===== src/rtl/dds_pkg.sv =====
// Shared defaults and state encoding for the DDS keying front-end.
package dds_pkg;

    localparam int OOK_FIFO_DEPTH = 8;
    localparam int OOK_PERIOD_W   = 16;

    typedef enum logic {
        OOK_IDLE = 1'b0,
        OOK_SEND = 1'b1
    } ook_state_e;

endpackage


===== src/rtl/ook_byte_fifo.sv =====
// Byte FIFO with fall-through read data; full/empty come from the registered occupancy.
module ook_byte_fifo #(
    parameter int DEPTH = 8
) (
    input  logic                   clk,
    input  logic                   rst,
    input  logic                   push,
    input  logic                   pop,
    input  logic [7:0]             wdata,
    output logic [7:0]             data,
    output logic                   full,
    output logic                   empty,
    output logic [$clog2(DEPTH):0] count
);

    localparam int AW = $clog2(DEPTH);

    logic [7:0]    mem [DEPTH];
    logic [AW-1:0] wr_ptr;
    logic [AW-1:0] rd_ptr;
    logic          do_push;
    logic          do_pop;

    assign full    = (count == (AW+1)'(DEPTH));
    assign empty   = (count == '0);
    assign do_push = push & ~full;
    assign do_pop  = pop & ~empty;
    assign data    = mem[rd_ptr];

    // Storage carries no reset; only pointers and occupancy define validity.
    always_ff @(posedge clk) begin
        if (do_push && !rst) begin
            mem[wr_ptr] <= wdata;
        end
    end

    always_ff @(posedge clk) begin
        if (rst) begin
            wr_ptr <= '0;
            rd_ptr <= '0;
            count  <= '0;
        end else begin
            if (do_push) wr_ptr <= wr_ptr + AW'(1);
            if (do_pop)  rd_ptr <= rd_ptr + AW'(1);
            case ({do_push, do_pop})
                2'b10:   count <= count + (AW+1)'(1);
                2'b01:   count <= count - (AW+1)'(1);
                default: count <= count;
            endcase
        end
    end

endmodule


===== src/rtl/ook_symbol_gen.sv =====
// OOK keying generator: drains the byte FIFO MSB first, holding each bit for a
// per-byte latched number of clocks, with no gap between queued bytes.
module ook_symbol_gen
    import dds_pkg::*;
#(
    parameter int FIFO_DEPTH = OOK_FIFO_DEPTH,
    parameter int PERIOD_W   = OOK_PERIOD_W
) (
    input  logic                clk,
    input  logic                rst,
    input  logic                wr_en,
    input  logic [7:0]          wr_data,
    input  logic [PERIOD_W-1:0] sym_period,
    output logic                ook_data,
    output logic                full,
    output logic                empty,
    output logic                busy,
    output logic                byte_done,
    output logic                overflow
);

    localparam int CW = $clog2(FIFO_DEPTH) + 1;

    ook_state_e          state;
    ook_state_e          state_next;
    logic [7:0]          shreg;
    logic [7:0]          fifo_data;
    logic [PERIOD_W-1:0] period;
    logic [PERIOD_W-1:0] sym_cnt;
    logic [2:0]          bit_cnt;
    logic [CW-1:0]       fifo_count;
    logic                pop;
    logic                load;
    logic                shift;
    logic                bit_end;
    logic                avail;
    logic                ook_next;
    logic                done_next;

    ook_byte_fifo #(
        .DEPTH (FIFO_DEPTH)
    ) u_fifo (
        .clk   (clk),
        .rst   (rst),
        .push  (wr_en & ~rst),
        .pop   (pop),
        .wdata (wr_data),
        .data  (fifo_data),
        .full  (full),
        .empty (empty),
        .count (fifo_count)
    );

    assign avail   = (fifo_count != '0);
    assign bit_end = (sym_cnt == period - PERIOD_W'(1));
    assign busy    = (state == OOK_SEND);

    always_ff @(posedge clk) begin
        if (rst) state <= OOK_IDLE;
        else     state <= state_next;
    end

    // ook_next is the value of the bit that will be on air next cycle, so the
    // output flop stays aligned with the shift register after load or shift.
    always_comb begin
        state_next = state;
        pop        = 1'b0;
        load       = 1'b0;
        shift      = 1'b0;
        done_next  = 1'b0;
        ook_next   = 1'b0;
        case (state)
            OOK_IDLE: begin
                if (avail) begin
                    pop        = 1'b1;
                    load       = 1'b1;
                    ook_next   = fifo_data[7];
                    state_next = OOK_SEND;
                end
            end
            OOK_SEND: begin
                ook_next = shreg[7];
                if (bit_end) begin
                    if (bit_cnt == 3'd7) begin
                        done_next = 1'b1;
                        if (avail) begin
                            pop      = 1'b1;
                            load     = 1'b1;
                            ook_next = fifo_data[7];
                        end else begin
                            shift      = 1'b1;
                            ook_next   = 1'b0;
                            state_next = OOK_IDLE;
                        end
                    end else begin
                        shift    = 1'b1;
                        ook_next = shreg[6];
                    end
                end
            end
            default: state_next = OOK_IDLE;
        endcase
    end

    always_ff @(posedge clk) begin
        if (rst) begin
            shreg     <= '0;
            period    <= '0;
            sym_cnt   <= '0;
            bit_cnt   <= '0;
            ook_data  <= 1'b0;
            byte_done <= 1'b0;
            overflow  <= 1'b0;
        end else begin
            ook_data  <= ook_next;
            byte_done <= done_next;
            overflow  <= wr_en & full;
            if (load) begin
                shreg   <= fifo_data;
                period  <= (sym_period == '0) ? PERIOD_W'(1) : sym_period;
                sym_cnt <= '0;
                bit_cnt <= '0;
            end else if (shift) begin
                shreg   <= {shreg[6:0], 1'b0};
                bit_cnt <= bit_cnt + 3'd1;
                sym_cnt <= '0;
            end else if (state == OOK_SEND) begin
                sym_cnt <= sym_cnt + PERIOD_W'(1);
            end
        end
    end

endmodule


===== config.mk =====
export PLATFORM = sky130hd
export DESIGN_NAME = ook_symbol_gen
export DESIGN_NICKNAME = d
export VERILOG_FILES = /design/src/rtl/dds_pkg.sv /design/src/rtl/ook_byte_fifo.sv /design/src/rtl/ook_symbol_gen.sv
export SDC_FILE = /design/constraint.sdc
export NUM_CORES = 1
export LEC_CHECK = 0
export ABC_AREA = 1
export CAP_MARGIN = 40
export CORE_ASPECT_RATIO = 1.1
export CORE_UTILIZATION = 30
export DETAILED_ROUTE_END_ITERATION = 8
export SYNTH_ARGS = -nofsm -noshare
export SYNTH_HDL_FRONTEND = slang
export SYNTH_SLANG_ARGS = --single-unit

===== constraint.sdc =====
create_clock -name clk -period 3.3 [get_ports clk]
set_input_delay 0.66 -clock clk [delete_from_list [all_inputs] [get_ports clk]]
set_output_delay 0.66 -clock clk [all_outputs]
set_load 0.03 [all_outputs]

==> results of run 1 <==
[cells in the mapped netlist, types with 2 or more instances]
master / n / area share
xnor2_1: 11 / 0.016
o22ai_1: 7 / 0.0072
inv_1: 52 / 0.032
nand2_2: 6 / 0.0062
nand2_1: 114 / 0.071
nor2_2: 16 / 0.017
dfxtp_1: 60 / 0.20
a21oi_1: 18 / 0.015
a32o_1: 2 / 0.0033
nand2_4: 2 / 0.0037
nor2_1: 77 / 0.048
buf_6: 4 / 0.0074
clkbuf_1: 11 / 0.0068
xor2_1: 22 / 0.032
o21ai_1: 5 / 0.0041
nand3b_1: 4 / 0.0050
nor3_1: 4 / 0.0033
nand3_4: 2 / 0.0058
o21ai_0: 50 / 0.041
nand2_8: 2 / 0.0066
ha_1: 9 / 0.019
o21ai_2: 5 / 0.0072
nor2_4: 5 / 0.0093
nand3_1: 50 / 0.041
nor4_1: 8 / 0.0083
o221ai_1: 7 / 0.010
nand3_2: 10 / 0.017
edfxtp_1: 64 / 0.32
nor3b_1: 2 / 0.0025
nand4_1: 12 / 0.012
buf_2: 3 / 0.0025
[worst max path at each step]
stage,from,to,slack [ps],cells after the start
2_1_floorplan,period[0],u_fifo.count[2],250,18
3_3_place_gp,period[0],u_fifo.count[2],170,21
3_5_place_dp,period[0],u_fifo.count[2],50,21
4_1_cts,period[0],u_fifo.count[2],20,21
5_1_grt,period[7],u_fifo.count[2],30,20
6_report,period[0],u_fifo.count[2],340,21
[registers in the layout, summed over array words and instances (netlist names), named ones only]
name / cells
shreg: 8
u_fifo.rd_ptr: 3
byte_done: 1
ook_data: 1
period: 16
u_fifo.wr_ptr: 3
u_fifo.count: 4
sym_cnt: 16
overflow: 1
bit_cnt: 3
u_fifo.mem: 64
busy: 1
[metal layers]
metal | GRT usage | part of all wire | wire length (um)
met5 | 0 | 0 | 0
met4 | 0.05714 | 0.019 | 267
met3 | 0.04351 | 0.046 | 639
met2 | 0.2412 | 0.49 | 6848
met1 | 0.1713 | 0.44 | 6191
[report_power, final]
part / switching [W] / total [W] / internal, W
Combinational: 0.00167 / 0.00257 / 0.000903
Sequential: 0.000162 / 0.00197 / 0.00181
Clock: 0.000736 / 0.00186 / 0.00113
Total: 0.00257 / 0.00640 / 0.00384
[area by class of cell]
class,instances,area (um2),area share
repair buffers,53,478.0,0.06501
clock inverters,14,155.1,0.02110
clock buffers,18,429.2,0.05837
multi-input cells,459,2640,0.3591
flip-flops and latches,124,3123,0.4248
well taps,252,315.3,0.04289
inverters,55,211.5,0.02876
[kinds of logic after synthesis]
family | synth area share
DFF | 0.5161
xor gates and xnor gates | 0.05045
AOI/OAI and AO/OA | 0.09388
muxes | 0.001654
adders and majority gates | 0.01861
and+or+nand+nor | 0.2643
buffers and inverters | 0.05500
[critical path, delay by kind of cell, from the launching register on]
kind | cells | cell delay, ps
adders and majority gates | 3 | 510
xor gates and xnor gates | 2 | 330
AOI/OAI and AO/OA | 2 | 200
DFF | 1 | 330
buffers and inverters | 3 | 300
and+or+nand+nor | 11 | 1160
[through the flow]
stage / util / hold WS (ps) / cells / instance area, um2
4_1_cts: 0.3683 / 473.8 / 973 / 7292
2_1_floorplan: - / 436.7 / 657 / 6051
5_1_grt: 0.3714 / 488.1 / 975 / 7352
6_report: 0.3714 / 469.2 / 975 / 7352
3_3_place_gp: 0.3388 / 457.9 / 941 / 6708
3_5_place_dp: 0.3388 / 464.6 / 941 / 6708
[what timing repair did]
item / CTS / global route
resized for setup: 0 / 11
endpoints found under the setup margin: 0 / 3
buffers inserted: 0 / 2
==> results.json, run 1 <==
{
  "status": "finished clean",
  "reg2regPathDepth": 21,
  "synthFlopType": "edfxtp_1",
  "core-area_um2": 19800,
  "firstDrtPassIters": 7,
  "syn_inst": 657,
  "die_y_um": 151.0,
  "rows": 54,
  "seq_area_frac_synth": 0.5161,
  "ios": 33,
  "worst_slack_ps": 343.9,
  "fin_crit_sh": 0.8958,
  "cap_violations": 0,
  "ys_warn_count": 0,
  "io_buffers": 32,
  "layout_common_cells": "113 x nand2_1, 77 x nor2_1, 64 x edfxtp_1, 60 x dfxtp_1",
  "criticalPathCategory": "reg -> reg",
  "final_common_cell": "nand2_1",
  "grt_use_total": 0.1441,
  "finalPower_w": 0.006401,
  "drt_wl_total_um": 13950,
  "tns_ps": 0,
  "async_reset_ff_frac": 0,
  "slew_headroom": 0.5821,
  "r2r-end": "u_fifo.count[2]",
  "p_leak_nw": 2.761,
  "period_needed_ps": 2956,
  "grt_pass1_vias": 4491,
  "ys_types": 44,
  "vias": 4666,
  "grt_overflow": 0,
  "fmax_ghz": 0.3383,
  "peakVddDrop_mv": 0.4881,
  "start_kind": "register",
  "final-setup-viol-count": 0,
  "gp_congestion": 0.9437,
  "clkTransAtPathRegs_ps": 60,
  "yosys_register_bits": 124,
  "numCtsBuffers": 17,
  "end_kind": "register",
  "hp-class": "reg -> reg",
  "drive_above_1_share": 0.1563,
  "hold_depth": 2,
  "syn-num-nets": 693,
  "n_fill_cell": 1962,
  "hold_buffers": 0,
  "grt_max_degree": 29,
  "drtAntennaViolNets": 0,
  "vias_per_cell": 4.786,
  "clkSinkCount": 124,
  "clock_skew_ps": 10.97,
  "nNetsFinal": 746,
  "p_per_area_nw_per_um2": 870.7,
  "hold_viol": 0,
  "drc_errors": 0,
  "syn_to_final_growth_pct": 21.51,
  "cts_tree": "yes",
  "cts_root_buffer": "clkbuf_16",
  "rsz0062_at_grt": "false",
  "synth-edff-count": 64,
  "slowest_delay_ps": 330,
  "cts.htree.levels": 4,
  "cp_slowest_cell": "dfxtp_1",
  "worstHoldEndpoint": "period[15]",
  "r2r_start": "period[0]",
  "clockBufferDepth": 2,
  "synthesis.area_um2": 6051,
  "arrival_ps": 3260,
  "grt_pass1_wl_um": 22390,
  "start_util": 0.3057,
  "cp_max_fo": 18,
  "grt_antenna_before_repair": 0,
  "antenna_cells": 0,
  "maxSlewViolCount": 0,
  "synth_area_per_cell_um2": 9.210,
  "pre_cts_ws_ps": 52.39,
  "min_from": "period[15]",
  "crit_required_ps": 3610,
  "drt_iter0_drc": 248,
  "hpwl_um": 9661,
  "dieArea_um2": 20740,
  "die_w_um": 137.4,
  "wire_per_inst_um": 14.30,
  "crit_chain": "inv_2 -> ha_4 -> nand2_4 -> nor2_4 -> nand3_1 -> nand2_1 -> nand2_1 -> nor2_1 -> nand2_2 -> nor2_4 -> nand3_4 -> nand2_8 -> nand2_8 -> clkinv_4 -> ha_4 -> xor2_2 -> ha_1 -> a21oi_1 -> xor2_1 -> o21ai_0 -> inv_1",
  "tightestPinTransition_ps": 621.1,
  "clk_latency_ps": 420,
  "r2r_setup_slack_ps": 340
}
Note: power is estimated with default switching activity, not from simulation.
==> inputs of run 2 (changes only) <==
--- a/config.mk
+++ b/config.mk
@@ -10,6 +10,7 @@
 export CORE_ASPECT_RATIO = 1.1
 export CORE_UTILIZATION = 30
 export DETAILED_ROUTE_END_ITERATION = 8
+export GPL_TIMING_DRIVEN = 0
 export SYNTH_ARGS = -nofsm -noshare
 export SYNTH_HDL_FRONTEND = slang
 export SYNTH_SLANG_ARGS = --single-unit
==> run 2 against run 1 <==
Against the previous run:
- non-clock buffer count increased by 7
- via count decreased by 0.11%
- global-route usage increased by 0.64 points
- sequential share of layout area decreased by 0.18 points
- cell count increased by 0.72%
- clock skew decreased by 0.55 ps
- critical path type unchanged
- sequential cell count unchanged
- largest cell class unchanged
==> results.json, run 2 (synthesized netlist as in run 1, its figures left out) <==
{
  "end_kind": "register",
  "numCtsBuffers": 17,
  "p_comb_frac": 0.407,
  "cts.htree.levels": 4,
  "vias": 4661,
  "maxSlewViolCount": 0,
  "antenna_cells": 0,
  "p_per_area_nw_per_um2": 877.3,
  "fin_crit_sh": 0.9340,
  "clkSinkCount": 124,
  "die_y_um": 151.0,
  "hold_slack_ps": 467.9,
  "start_kind": "register",
  "cts_tree": "yes",
  "layout_common_cells": "114 x nand2_1, 76 x nor2_1, 64 x edfxtp_1, 60 x dfxtp_1",
  "seq_area_um2": 3123,
  "grt_use_total": 0.1505,
  "cts_root_buffer": "clkbuf_16",
  "criticalPathCategory": "reg -> reg",
  "status": "finished clean",
  "drive_above_1_share": 0.1521,
  "arrival_ps": 3380,
  "clockPowerShare": 0.287,
  "die_w_um": 137.4,
  "nNetsFinal": 753,
  "finalPower_w": 0.006477,
  "rows": 54,
  "pwr-share-seq": 0.305,
  "swShare": 0.4027,
  "drtAntennaViolNets": 0,
  "firstDrtPassIters": 4,
  "cp_max_fo": 11,
  "gp_congestion": 0.8738,
  "slew_headroom": 0.4116,
  "core-area_um2": 19800,
  "p_leak_nw": 2.761,
  "n_fill_cell": 2015,
  "tightestPinTransition_ps": 879.4,
  "power_switching_w": 0.002608,
  "drt_wl_total_um": 14520,
  "crit_required_ps": 3600,
  "grt_pass1_vias": 4511,
  "hpwl_um": 10450,
  "drt_iter0_drc": 271,
  "final_common_cell": "nand2_1",
  "start_util": 0.3057,
  "syn_to_final_growth_pct": 22.02,
  "vias_per_cell": 4.746,
  "largest_register_ffs": 64,
  "grt_antenna_before_repair": 0,
  "hold_viol": 0,
  "clk_latency_ps": 420,
  "clockBufferDepth": 2,
  "fmax_ghz": 0.3245,
  "multiInputGateArea_um2": 2639,
  "drc_errors": 0,
  "wire_per_inst_um": 14.78,
  "hp-class": "reg -> reg",
  "grt_overflow": 0,
  "dieArea_um2": 20740,
  "io_buffers": 32,
  "period_needed_ps": 3082,
  "largest_register": "u_fifo.mem",
  "peakVddDrop_mv": 0.4985,
  "cap_violations": 0,
  "p_int_w": 0.003869,
  "grt_pass1_wl_um": 23190,
  "rsz0062_at_grt": "true",
  "grt_max_degree": 17,
  "clock_skew_ps": 10.42,
  "top_regs": "u_fifo.mem: 64 flops, period: 16 flops, sym_cnt: 16 flops",
  "final-setup-viol-count": 0,
  "clkTransAtPathRegs_ps": 60,
  "ios": 33
}
[run 2: changes by cell type in the layout (fill, tap and decap cells not counted), moves of 2 or more]
cell      before  now
clkbuf_1       1   11
buf_4         21    9
nor2_2        15   17
buf_6          0    4
buf_2          0    3
o21ai_0       49   47
[run 2: final timing paths]
check                                        to  cells after the start  slack (ps)  startpoint
worst max-delay path            u_fifo.count[3]                     18         220   period[0]
worst min-delay path                 period[15]                      2         470  period[15]
worst max register to register  u_fifo.count[3]                     18         220   period[0]
worst min register to register       period[15]                      2         470  period[15]
[run 2: what timing repair did]
item	in CTS	in global routing
endpoints found under the setup margin	3	3
pin swaps	2	1
gates resized for setup	3	10
buffers inserted	2	0
hold buffers	0	0
[run 2: layout make-up]
| class | instances | area share |
|---|---|---|
| Multi-Input combinational cell | 459 | 0.3574 |
| Buffer | 19 | 0.01644 |
| Tap cell | 252 | 0.04270 |
| Clock inverter | 15 | 0.02169 |
| Inverter | 55 | 0.02864 |
| Clock buffer | 17 | 0.05762 |
| Timing Repair Buffer | 41 | 0.05253 |
| Sequential cell | 124 | 0.4230 |
[run 2: power by group through the flow]
| stage | Clock, W | Sequential, W | Combinational [W] |
|---|---|---|---|
| 6_report | 0.00186 | 0.00198 | 0.00264 |
| 4_1_cts | 0.00189 | 0.00197 | 0.00261 |
| 3_3_place_gp | 0 | 0.00200 | 0.00255 |
| 2_1_floorplan | 0 | 0.00198 | 0.00192 |
| 5_1_grt | 0.00195 | 0.00200 | 0.00295 |
| 3_5_place_dp | 0 | 0.00200 | 0.00256 |
[run 2: layer usage]
metal / track usage / up-vias / wire [um]
met5: 0 / - / 0
met4: 0.04835 / 0 / 278
met3: 0.04317 / 23 / 656
met2: 0.2560 / 90 / 7088
met1: 0.1814 / 2186 / 6492
li1: - / 2362 / -
[run 2: critical path, stage by stage (launching register included)]
cell      delay, ps
dfxtp_1         370
inv_2            80
ha_4            180
xnor2_1         170
xor2_1          240
nand3_1         150
nor3_4          270
nand3_4         130
nand2_8         120
nand2_8          90
clkinv_4        100
buf_12          150
ha_4            170
xor2_2          170
nand3b_1        120
a21oi_1         150
o21ai_1         110
o21ai_1         130
a21oi_1          50
[run 2: stage by stage]
step           instances  utilization  cell area [um2]  setup TNS [ps]  setup WS, ps
2_1_floorplan        657            -             6051               0         254.6
3_3_place_gp         941       0.3378             6686          -13510        -310.5
3_5_place_dp         948       0.3404             6739           -1220        -195.1
4_1_cts              982       0.3716             7357               0         14.78
5_1_grt              982       0.3730             7383          -17.41        -17.41
6_report             982       0.3730             7383               0         217.9
